## config.mk

```make
export PLATFORM = sky130hd
export DESIGN_NAME = fetch_stage_flat
export DESIGN_NICKNAME = d
export VERILOG_FILES = /design/src/rtl/fetch_stage_if.sv /design/src/rtl/fetch_stage.sv /design/src/flat_wrapper.sv
export SDC_FILE = /design/constraint.sdc
export NUM_CORES = 1
export LEC_CHECK = 0
export ABC_AREA = 1
export ABC_CLOCK_PERIOD_IN_PS = 1320
export BUFFER_PORTS_ARGS = -buffer_cell sky130_fd_sc_hd__buf_2
export CAP_MARGIN = 30
export CORE_ASPECT_RATIO = 2
export CORE_MARGIN = 2
export CORE_UTILIZATION = 45
export CTS_BUF_LIST = sky130_fd_sc_hd__clkbuf_16
export CTS_CLUSTER_SIZE = 24
export DETAILED_ROUTE_END_ITERATION = 10
export PLACE_DENSITY_LB_ADDON = 0.3
export RECOVER_POWER = 50
export SLEW_MARGIN = 20
export SYNTH_ARGS = -nofsm -noshare
export SYNTH_HDL_FRONTEND = slang
export SYNTH_SLANG_ARGS = --single-unit
export TNS_END_PERCENT = 20
```

## constraint.sdc

```tcl
create_clock -name clk -period 1.32 [get_ports clk]
set_clock_uncertainty 0.15 [all_clocks]
set_input_delay 0.264 -clock clk [delete_from_list [all_inputs] [get_ports clk]]
set_output_delay 0.264 -clock clk [all_outputs]
set_load 0.02 [all_outputs]
```

## src/rtl/fetch_stage_if.sv

```systemverilog
// Fetch-stage bus: controller commands, instruction ROM port and the IF/ID
// latch outputs. The master side is the controller/ROM environment, the slave
// side is fetch_stage.
// Optional feature macro: FETCH_PERF_CNT_EN (adds stall/bubble counters).
interface fetch_stage_if #(
  parameter int PC_W    = 10,
  parameter int INSTR_W = 18
);
  logic               stall;
  logic               flush;
  logic               pc_load;
  logic [PC_W-1:0]    load_addr;
  logic               int_take;
  logic [PC_W-1:0]    imem_addr;
  logic [INSTR_W-1:0] imem_data;
  logic [INSTR_W-1:0] id_instr;
  logic [PC_W-1:0]    id_pc;
  logic               id_valid;
  logic [PC_W-1:0]    int_ret_pc;
`ifdef FETCH_PERF_CNT_EN
  logic [15:0]        stall_cnt;
  logic [15:0]        bubble_cnt;
`endif

  modport master (
    output stall, flush, pc_load, load_addr, int_take, imem_data,
`ifdef FETCH_PERF_CNT_EN
    input  stall_cnt, bubble_cnt,
`endif
    input  imem_addr, id_instr, id_pc, id_valid, int_ret_pc
  );

  modport slave (
    input  stall, flush, pc_load, load_addr, int_take, imem_data,
`ifdef FETCH_PERF_CNT_EN
    output stall_cnt, bubble_cnt,
`endif
    output imem_addr, id_instr, id_pc, id_valid, int_ret_pc
  );
endinterface

```

## src/rtl/fetch_stage.sv

```systemverilog
// Instruction-fetch stage: owns the PC, addresses a 1-cycle-latency ROM and
// fills the IF/ID latch. Obeys stall, flush, branch-load and interrupt.
// Optional feature macro: FETCH_PERF_CNT_EN (saturating stall/bubble counters).
module fetch_stage #(
  parameter int              PC_W     = 10,
  parameter int              INSTR_W  = 18,
  parameter logic [PC_W-1:0] INT_VEC  = 10'h3FF,
  parameter logic [PC_W-1:0] RESET_PC = 10'h000
) (
  input logic          clk,
  input logic          reset_n,
  fetch_stage_if.slave bus
);

  logic [PC_W-1:0]    pc_q, pc_d;
  logic               inflight_valid_q, inflight_valid_d;
  logic [PC_W-1:0]    inflight_pc_q, inflight_pc_d;
  logic [INSTR_W-1:0] id_instr_q, id_instr_d;
  logic [PC_W-1:0]    id_pc_q, id_pc_d;
  logic               id_valid_q, id_valid_d;
  logic [PC_W-1:0]    int_ret_pc_q, int_ret_pc_d;

  // Under stall the ROM re-reads the in-flight address so its word is still
  // present when the stall releases.
  assign bus.imem_addr = !reset_n  ? RESET_PC :
                         bus.stall ? inflight_pc_q : pc_q;

  assign bus.id_instr   = id_instr_q;
  assign bus.id_pc      = id_pc_q;
  assign bus.id_valid   = id_valid_q;
  assign bus.int_ret_pc = int_ret_pc_q;

  // Next-state: IF/ID update, then PC redirect priority int_take > pc_load > stall.
  always_comb begin
    // NOTE: every signal gets a hold default first so no path infers a latch.
    pc_d             = pc_q;
    inflight_valid_d = inflight_valid_q;
    inflight_pc_d    = inflight_pc_q;
    id_instr_d       = id_instr_q;
    id_pc_d          = id_pc_q;
    id_valid_d       = id_valid_q;
    int_ret_pc_d     = int_ret_pc_q;

    if (bus.flush) begin
      id_valid_d = 1'b0;
      id_instr_d = '0;
    end else if (!bus.stall) begin
      id_instr_d = bus.imem_data;
      id_pc_d    = inflight_pc_q;
      id_valid_d = inflight_valid_q;
    end

    if (bus.int_take) begin
      // A simultaneous branch target is the true return point.
      int_ret_pc_d     = bus.pc_load ? bus.load_addr :
                         inflight_valid_q ? inflight_pc_q : pc_q;
      pc_d             = INT_VEC;
      inflight_valid_d = 1'b0;
    end else if (bus.pc_load) begin
      pc_d             = bus.load_addr;
      inflight_valid_d = 1'b0;
    end else if (!bus.stall) begin
      inflight_valid_d = 1'b1;
      inflight_pc_d    = pc_q;
      pc_d             = pc_q + 1'b1;  // wraps modulo 2^PC_W
    end

    if (bus.flush) inflight_valid_d = 1'b0;
  end

  // State register with synchronous active-low reset.
  always_ff @(posedge clk) begin
    // NOTE: sequential state uses non-blocking assignments only.
    if (!reset_n) begin
      pc_q             <= RESET_PC;
      inflight_valid_q <= 1'b0;
      inflight_pc_q    <= '0;
      id_instr_q       <= '0;
      id_pc_q          <= '0;
      id_valid_q       <= 1'b0;
      int_ret_pc_q     <= '0;
    end else begin
      pc_q             <= pc_d;
      inflight_valid_q <= inflight_valid_d;
      inflight_pc_q    <= inflight_pc_d;
      id_instr_q       <= id_instr_d;
      id_pc_q          <= id_pc_d;
      id_valid_q       <= id_valid_d;
      int_ret_pc_q     <= int_ret_pc_d;
    end
  end

`ifdef FETCH_PERF_CNT_EN
  logic [15:0] stall_cnt_q, stall_cnt_d;
  logic [15:0] bubble_cnt_q, bubble_cnt_d;

  assign bus.stall_cnt  = stall_cnt_q;
  assign bus.bubble_cnt = bubble_cnt_q;

  // Saturating counters: stall cycles and edges that write a bubble into IF/ID.
  always_comb begin
    stall_cnt_d  = stall_cnt_q;
    bubble_cnt_d = bubble_cnt_q;
    if (bus.stall && stall_cnt_q != 16'hFFFF) stall_cnt_d = stall_cnt_q + 16'd1;
    if (!id_valid_d && bubble_cnt_q != 16'hFFFF) bubble_cnt_d = bubble_cnt_q + 16'd1;
  end

  // Counter registers.
  always_ff @(posedge clk) begin
    if (!reset_n) begin
      stall_cnt_q  <= '0;
      bubble_cnt_q <= '0;
    end else begin
      stall_cnt_q  <= stall_cnt_d;
      bubble_cnt_q <= bubble_cnt_d;
    end
  end
`endif

endmodule

```

## src/flat_wrapper.sv

```systemverilog
// flat-port wrapper written by rule: the top's interface ports become plain ports
module fetch_stage_flat 
#(
  parameter int              PC_W     = 10,
  parameter int              INSTR_W  = 18,
  parameter logic [PC_W-1:0] INT_VEC  = 10'h3FF,
  parameter logic [PC_W-1:0] RESET_PC = 10'h000
)
  (clk, reset_n, bus_stall, bus_flush, bus_pc_load, bus_load_addr, bus_int_take, bus_imem_data, bus_imem_addr, bus_id_instr, bus_id_pc, bus_id_valid, bus_int_ret_pc);
  fetch_stage_if #(.PC_W(PC_W), .INSTR_W(INSTR_W)) bus_i ();
  input logic clk;
  input logic reset_n;
  input wire logic [$bits(bus_i.stall)-1:0] bus_stall;
  input wire logic [$bits(bus_i.flush)-1:0] bus_flush;
  input wire logic [$bits(bus_i.pc_load)-1:0] bus_pc_load;
  input wire logic [$bits(bus_i.load_addr)-1:0] bus_load_addr;
  input wire logic [$bits(bus_i.int_take)-1:0] bus_int_take;
  input wire logic [$bits(bus_i.imem_data)-1:0] bus_imem_data;
  output wire logic [$bits(bus_i.imem_addr)-1:0] bus_imem_addr;
  output wire logic [$bits(bus_i.id_instr)-1:0] bus_id_instr;
  output wire logic [$bits(bus_i.id_pc)-1:0] bus_id_pc;
  output wire logic [$bits(bus_i.id_valid)-1:0] bus_id_valid;
  output wire logic [$bits(bus_i.int_ret_pc)-1:0] bus_int_ret_pc;
  assign bus_i.stall = bus_stall;
  assign bus_i.flush = bus_flush;
  assign bus_i.pc_load = bus_pc_load;
  assign bus_i.load_addr = bus_load_addr;
  assign bus_i.int_take = bus_int_take;
  assign bus_i.imem_data = bus_imem_data;
  assign bus_imem_addr = bus_i.imem_addr;
  assign bus_id_instr = bus_i.id_instr;
  assign bus_id_pc = bus_i.id_pc;
  assign bus_id_valid = bus_i.id_valid;
  assign bus_int_ret_pc = bus_i.int_ret_pc;
  fetch_stage #(.PC_W(PC_W), .INSTR_W(INSTR_W), .INT_VEC(INT_VEC), .RESET_PC(RESET_PC)) u_core (.clk(clk), .reset_n(reset_n), .bus(bus_i));
endmodule
```

==> impl_metrics.csv, run 1 <==
group,metric,value,unit
outcome,status,"complete, but fails checks",
outcome,violations,"negative setup slack",
drt,route.detailed.drc,0,
floorplanning,io_pins,83,
final_layout,area_of_combinational_cells_with_multiple_inputs,1280,um^2
clocking,numCtsBuffers,9,
drt,drt_first_pass_iters,4,
clocking,clk_latency,0.33,ns
flow_run,drv.max_cap_violation_count,0,
drt,drc_marker_count_from_the_first_detailed_route_iteration,148,
worst_setup_path,critical_path.startpoint_type,"flip-flop",
worst_setup_path,critical-path-top-delay-family,"flip-flops",
power,power_leakage,1.72,nW
final_layout,area_of_all_sequential_standard_cells,1220,um^2
clocking,clock_tree.root_cell,"clkbuf_16",
drt,routed_via_density,5.25,
worst_setup_path,rrSetupSlack,-0.05,ns
clocking,h-tree-depth,3,
floorplanning,initial_utilization,0.462,
power,ir_drop,1.39,mV
worst_setup_path,crit_path_cell_trace,"buf_6 > o21ai_4 > nor2_1 > buf_4",
worst_setup_path,critical_path_class,"flip-flop to output port",
grt,grt_pass1_vias,2688,
sta,hold_violations,0,
worst_setup_path,critical_path.max_fanout,3,
worst_setup_path,crit_path_end_kind,"output port",
clocking,cts.sink_count,60,
sta,final_critical_path_setup_slack,-0.205,ns
synthesis,synth-seq-area-share,0.460,
worst_setup_path,critical_path.n_buffers_inverters,2,
grt,gr-total-overflow,0,
final_layout,n_antenna_cell,0,
floorplanning,total_die_area,6470,um^2
sta,max_slew.worst_pin.slew,0.346,ns
sta,maxSlewHeadroom,0.769,
final_layout,final.fill_count,519,
floorplanning,rows,39,
grt,groute.usage.overall,0.227,
floorplanning,die_width,57.9,um
worst_setup_path,crit_arrival,1.11,ns
place,place_hpwl,4910,um
clocking,clk_slew_on_worst_s_h_paths,0.05,ns
synthesis,post_synth.cell_area_avg,7.14,um^2
synthesis,synth-warning-count,0,
synthesis,synthesis.nets,401,
worst_setup_path,max_stage_delay,0.32,ns
worst_setup_path,timing.critical_path.required,0.91,ns
sta,post-route-min-period,1.52,ns
drt,totalWireLength,7060,um
place,place_inst,508,
final_layout,nNetsFinal,502,
worst_hold_path,timing.hold.worst.class,"input pin to flip-flop",
sta,finalSetupViolCount,14,
floorplanning,coreArea,5660,um^2
synthesis,syn_area,2610,um^2
sta,finalCritPeriodShare,1.16,
place,gpl.final_weighted_congestion,0.829,
clocking,cts_tree,"done",
power,power.density,1300,nW/um^2
clocking,clk_path_buf_depth,2,
grt,first_pass_grt_wire_length,11500,um
final_layout,post_layout_nonfiller_instances,532,
grt,grt_antenna_before_repair,0,
synthesis,synth_seq_cells,60,
drt,detail-route-antenna-nets,0,
place,portBuffers,82,
grt,largest_net_degree_at_the_start_of_global_routing,41,
final_layout,area_delta_synth_final,40.6,%
worst_setup_path,cpMaxStageDelayCell,"dfxtp_2",
synthesis,synth_cell_types,21,
sta,timing.final.max_slew_violations,0,
final_layout,post_route_cells_drive_above_1_share,0.389,
sta,final.setup.tns,-1.79,ns
drt,via_count,2795,
drt,wl_per_cell,13.3,um
synthesis,synth_cells,366,
floorplanning,die_h,112,um
sta,unrepaired_setup_endpoints_after_global_routing,"true",
sta,timing.fmax,656,MHz
[flip-flops by register name, summed over array words and instances, names as in the netlist]
name / cells
u_core.pc_q: 10
u_core.inflight_valid_q: 1
u_core.bus.id_instr: 18
u_core.inflight_pc_q: 10
u_core.bus.id_valid: 1
u_core.bus.int_ret_pc: 10
u_core.bus.id_pc: 10
[power by group]
group / total, mW / internal (mW) / switching, mW / leakage, nW
clock: 1.97 / 1.22 / 0.757 / 0.126
combinational: 0.786 / 0.325 / 0.461 / 1.10
sequential: 2.01 / 1.93 / 0.0812 / 0.500
[final cells by class]
cell class / count / area share
Timing Repair Buffer: 114 / 0.195
Clock buffer: 9 / 0.0613
Clock inverter: 6 / 0.00647
Sequential cell: 60 / 0.333
Multi-Input combinational cell: 248 / 0.347
Tap cell: 61 / 0.0208
Inverter: 34 / 0.0358
[repair_timing]
| action | 4_1_cts | 5_1_grt |
|---|---|---|
| endpoints found under the setup margin | 14 | 17 |
| hold buffers | 0 | 0 |
| setup buffers | 6 | 3 |
| gates resized for setup | 57 | 22 |
| pin swaps | 7 | 9 |
[metrics by stage]
step / power (mW) / hold WS [ns] / setup WS (ns) / area, um^2 / utilization
global placement: 2.69 / 0.299 / -0.112 / 3180 / 0.563
finish: 4.77 / 0.0303 / -0.205 / 3670 / 0.649
CTS: 4.78 / 0.0173 / -0.225 / 3590 / 0.634
detailed placement: 2.70 / 0.303 / -0.135 / 3180 / 0.563
global route: 4.98 / 0.0332 / -0.263 / 3670 / 0.649
floorplan: 2.44 / 0.258 / 0.0481 / 2610 / -
[cells in the mapped netlist, drive strengths merged]
library cell | count | area, um^2
a21oi | 61 | 305
a31oi | 11 | 68.8
buf | 12 | 66.3
clkbuf | 12 | 46.3
clkinv | 1 | 5.00
dfxtp | 60 | 1200
ha | 1 | 12.5
inv | 33 | 124
nand2 | 73 | 277
nand3 | 10 | 55.1
nand4 | 1 | 6.26
nor2 | 24 | 105
o21a | 2 | 15.0
o21ai | 65 | 325
[path summary, 6_finish.rpt]
path / start / to / cells past startpoint
hold / removal: bus_imem_data[10] / u_core.bus.id_instr[10] / 3
setup reg to reg: u_core.pc_q[1] / u_core.pc_q[2] / 7
setup / recovery: u_core.pc_q[1] / bus_imem_addr[1] / 4
hold reg to reg: u_core.bus.id_instr[6] / u_core.bus.id_instr[6] / 2
[kinds of logic (layout without fill, tap and decap cells)]
logic type,count (synthesis),count (layout),share of synthesized area
AOI/OAI and AO/OA,139,139,0.273
buffers and inverters,58,163,0.0924
and+or+nand+nor,108,108,0.170
DFF,60,60,0.460
adders and majority gates,1,1,0.00479
[per-layer routing]
layer	wire length, um	vias up	track usage
met5	0	-	0
met4	138	0	0.115
met3	406	11	0.0697
met2	3690	87	0.389
met1	2830	1280	0.242
li1	-	1417	-
[worst register-to-register path: stages (launching register included)]
cell     delay [ns]
dfxtp_2        0.32
buf_4          0.15
ha_4           0.16
nand2_2        0.08
inv_4          0.05
buf_4          0.12
o21a_1         0.17
a21oi_1        0.10
[placed cells by master, fill, tap and decap left out, types with 4 or more instances in the layout]
cell type and instances:
a21oi_1 61, a31oi_1 11, buf_2 72, buf_4 36, buf_6 4, clkbuf_16 9, clkinv_1 4, dfxtp_1 43
dfxtp_2 16, inv_1 20, inv_2 13, nand2_1 63, nand2_2 10, nand3_1 9, nor2_1 18, o21ai_0 55
o21ai_2 7
(Power assumes the default switching activity.)
==> inputs of run 2 (changes only) <==
--- a/constraint.sdc
+++ b/constraint.sdc
@@ -4,2 +4,2 @@
 set_output_delay 0.264 -clock clk [all_outputs]
-set_load 0.02 [all_outputs]
+set_load 0.01 [all_outputs]
==> impl_metrics.csv, run 2 (synthesis results as in run 1) <==
group,metric,value,unit
place,gpl.final_weighted_congestion,0.804,
final_layout,layout_commonest_cell,"buf_2",
drt,wl_met2,3510,um
clocking,clk_slew_on_worst_s_h_paths,0.05,ns
power,share_comb_of_total_power,0.146,
sta,finalHoldWorstSlack,0.0324,ns
power,power_leakage,1.72,nW
worst_setup_path,crit_arrival,1.11,ns
clocking,clk_path_buf_depth,2,
worst_setup_path,critical_path_class,"flip-flop to output port",
drt,met3RoutedLength,400,um
power,power.density,1300,nW/um^2
drt,wire_length_on_met1,2670,um
grt,first_pass_grt_wire_length,11400,um
floorplanning,total_die_area,6470,um^2
grt,groute.usage.overall,0.224,
sta,max_slew.worst_pin.slew,0.654,ns
drt,route.detailed.drc,0,
sta,hold_violations,0,
final_layout,area_delta_synth_final,38.1,%
sta,maxSlewHeadroom,0.564,
final_layout,most-common-layout-cells,"82 x buf_2, 63 x nand2_1, 59 x a21oi_1, 54 x o21ai_0, 41 x dfxtp_1",
final_layout,nNetsFinal,504,
sta,post-route-min-period,1.53,ns
power,ir_drop,1.28,mV
clocking,cts.sink_count,60,
grt,largest_net_degree_at_the_start_of_global_routing,41,
power,power_frac_seq,0.429,
power,switching_share,0.264,
drt,via_count,2736,
floorplanning,die_width,57.9,um
worst_setup_path,timing.critical_path.required,0.91,ns
final_layout,post_route_cells_drive_above_1_share,0.391,
drt,detail-route-antenna-nets,0,
grt,grt_antenna_before_repair,0,
outcome,violations,"negative setup slack",
drt,drt_first_pass_iters,4,
sta,timing.final.max_slew_violations,0,
worst_setup_path,critical_path.startpoint_type,"flip-flop",
power,clkPwrFrac,0.425,
worst_setup_path,critical_path.max_fanout,3,
final_layout,n_antenna_cell,0,
sta,unrepaired_setup_endpoints_after_global_routing,"true",
sta,finalCritPeriodShare,1.16,
floorplanning,coreArea,5660,um^2
place,place_hpwl,4900,um
sta,timing.fmax,655,MHz
floorplanning,initial_utilization,0.462,
clocking,clock_tree.root_cell,"clkbuf_16",
drt,totalWireLength,6730,um
final_layout,largest_register_ffs,18,
outcome,status,"complete, but fails checks",
clocking,h-tree-depth,3,
clocking,cts-hold-fix-buffers,0,
sta,finalSetupViolCount,15,
floorplanning,io_pins,83,
place,portBuffers,82,
clocking,numCtsBuffers,9,
drt,drc_marker_count_from_the_first_detailed_route_iteration,87,
drt,wl_per_cell,12.6,um
worst_setup_path,crit_path_end_kind,"output port",
final_layout,post_layout_nonfiller_instances,534,
drt,routed_via_density,5.12,
floorplanning,die_h,112,um
power,switching_power,1.24,mW
final_layout,final.fill_count,514,
floorplanning,rows,39,
grt,grt_pass1_vias,2644,
clocking,cts_tree,"done",
sta,final_critical_path_setup_slack,-0.207,ns
worst_hold_path,timing.hold.worst.class,"input pin to flip-flop",
power,intPower,3.45,mW
grt,gr-total-overflow,0,
clocking,clk_latency,0.33,ns
drt,top_layer_used,"met4",
flow_run,drv.max_cap_violation_count,0,
place,place_inst,514,
run 2: changes by cell type in the layout (fill, tap and decap cells not counted), moves of 2 or more:
| cell | change |
|---|---|
| a21oi_1 | -2 |
| a21oi_2 | +2 |
| buf_2 | +10 |
| buf_4 | -9 |
| buf_6 | -2 |
| clkbuf_1 | +3 |
| clkinv_1 | -2 |
| dfxtp_1 | -2 |
| dfxtp_2 | +2 |
| inv_2 | +2 |
| nor2_1 | +2 |
run 2: power groups by stage:
stage          Clock, mW  Combinational [mW]  Sequential [mW]
4_1_cts             2.02               0.670             2.01
5_1_grt             2.09               0.767             2.02
3_3_place_gp           0               0.610             2.03
2_1_floorplan          0               0.327             2.05
6_report            1.99               0.682             2.01
3_5_place_dp           0               0.619             2.03
run 2: path summary, 6_finish.rpt:
path                                 from                       to  slack (ns)  cells after the start
hold / removal           bus_imem_data[9]   u_core.bus.id_instr[9]        0.03                      3
setup / recovery  u_core.inflight_pc_q[4]         bus_imem_addr[4]       -0.21                      5
hold reg to reg   u_core.bus.id_instr[12]  u_core.bus.id_instr[12]        0.30                      2
setup reg to reg           u_core.pc_q[1]           u_core.pc_q[4]       -0.12                      8
run 2: per-layer routing:
layer,vias up,track usage
met5,-,0
met4,0,0.119
met3,12,0.0627
met2,91,0.380
met1,1213,0.243
li1,1420,-
run 2: critical path: stages (launching register included):
cell	delay (ns)
dfxtp_2	0.32
inv_2	0.04
nand2_2	0.05
o21ai_2	0.05
nor2_1	0.15
buf_2	0.16
run 2: final cells by class:
class	instances	area, um^2	area share
sequential	60	1230	0.340
timing repair buffer	116	672	0.186
inverter	34	129	0.0357
clock inverter	6	25.0	0.00693
multi-input combinational	248	1250	0.347
clock buffer	9	225	0.0624
tap	61	76.3	0.0212
run 2: stage by stage:
step	util	TNS, ns	instance area (um^2)	worst slack, ns	total power, mW
detailed placement	0.568	-1.08	3220	-0.144	2.65
finish	0.637	-1.67	3610	-0.207	4.69
floorplan	-	0	2610	0.0687	2.38
global route	0.637	-2.65	3610	-0.213	4.89
CTS	0.632	-1.84	3580	-0.201	4.70
global placement	0.568	-0.758	3220	-0.108	2.64
run 2: repair_timing:
| item | 4_1_cts | 5_1_grt |
|---|---|---|
| pin swaps | 8 | 10 |
| endpoints found under the setup margin | 15 | 17 |
| setup buffers | 4 | 1 |
| gates resized for setup | 50 | 16 |
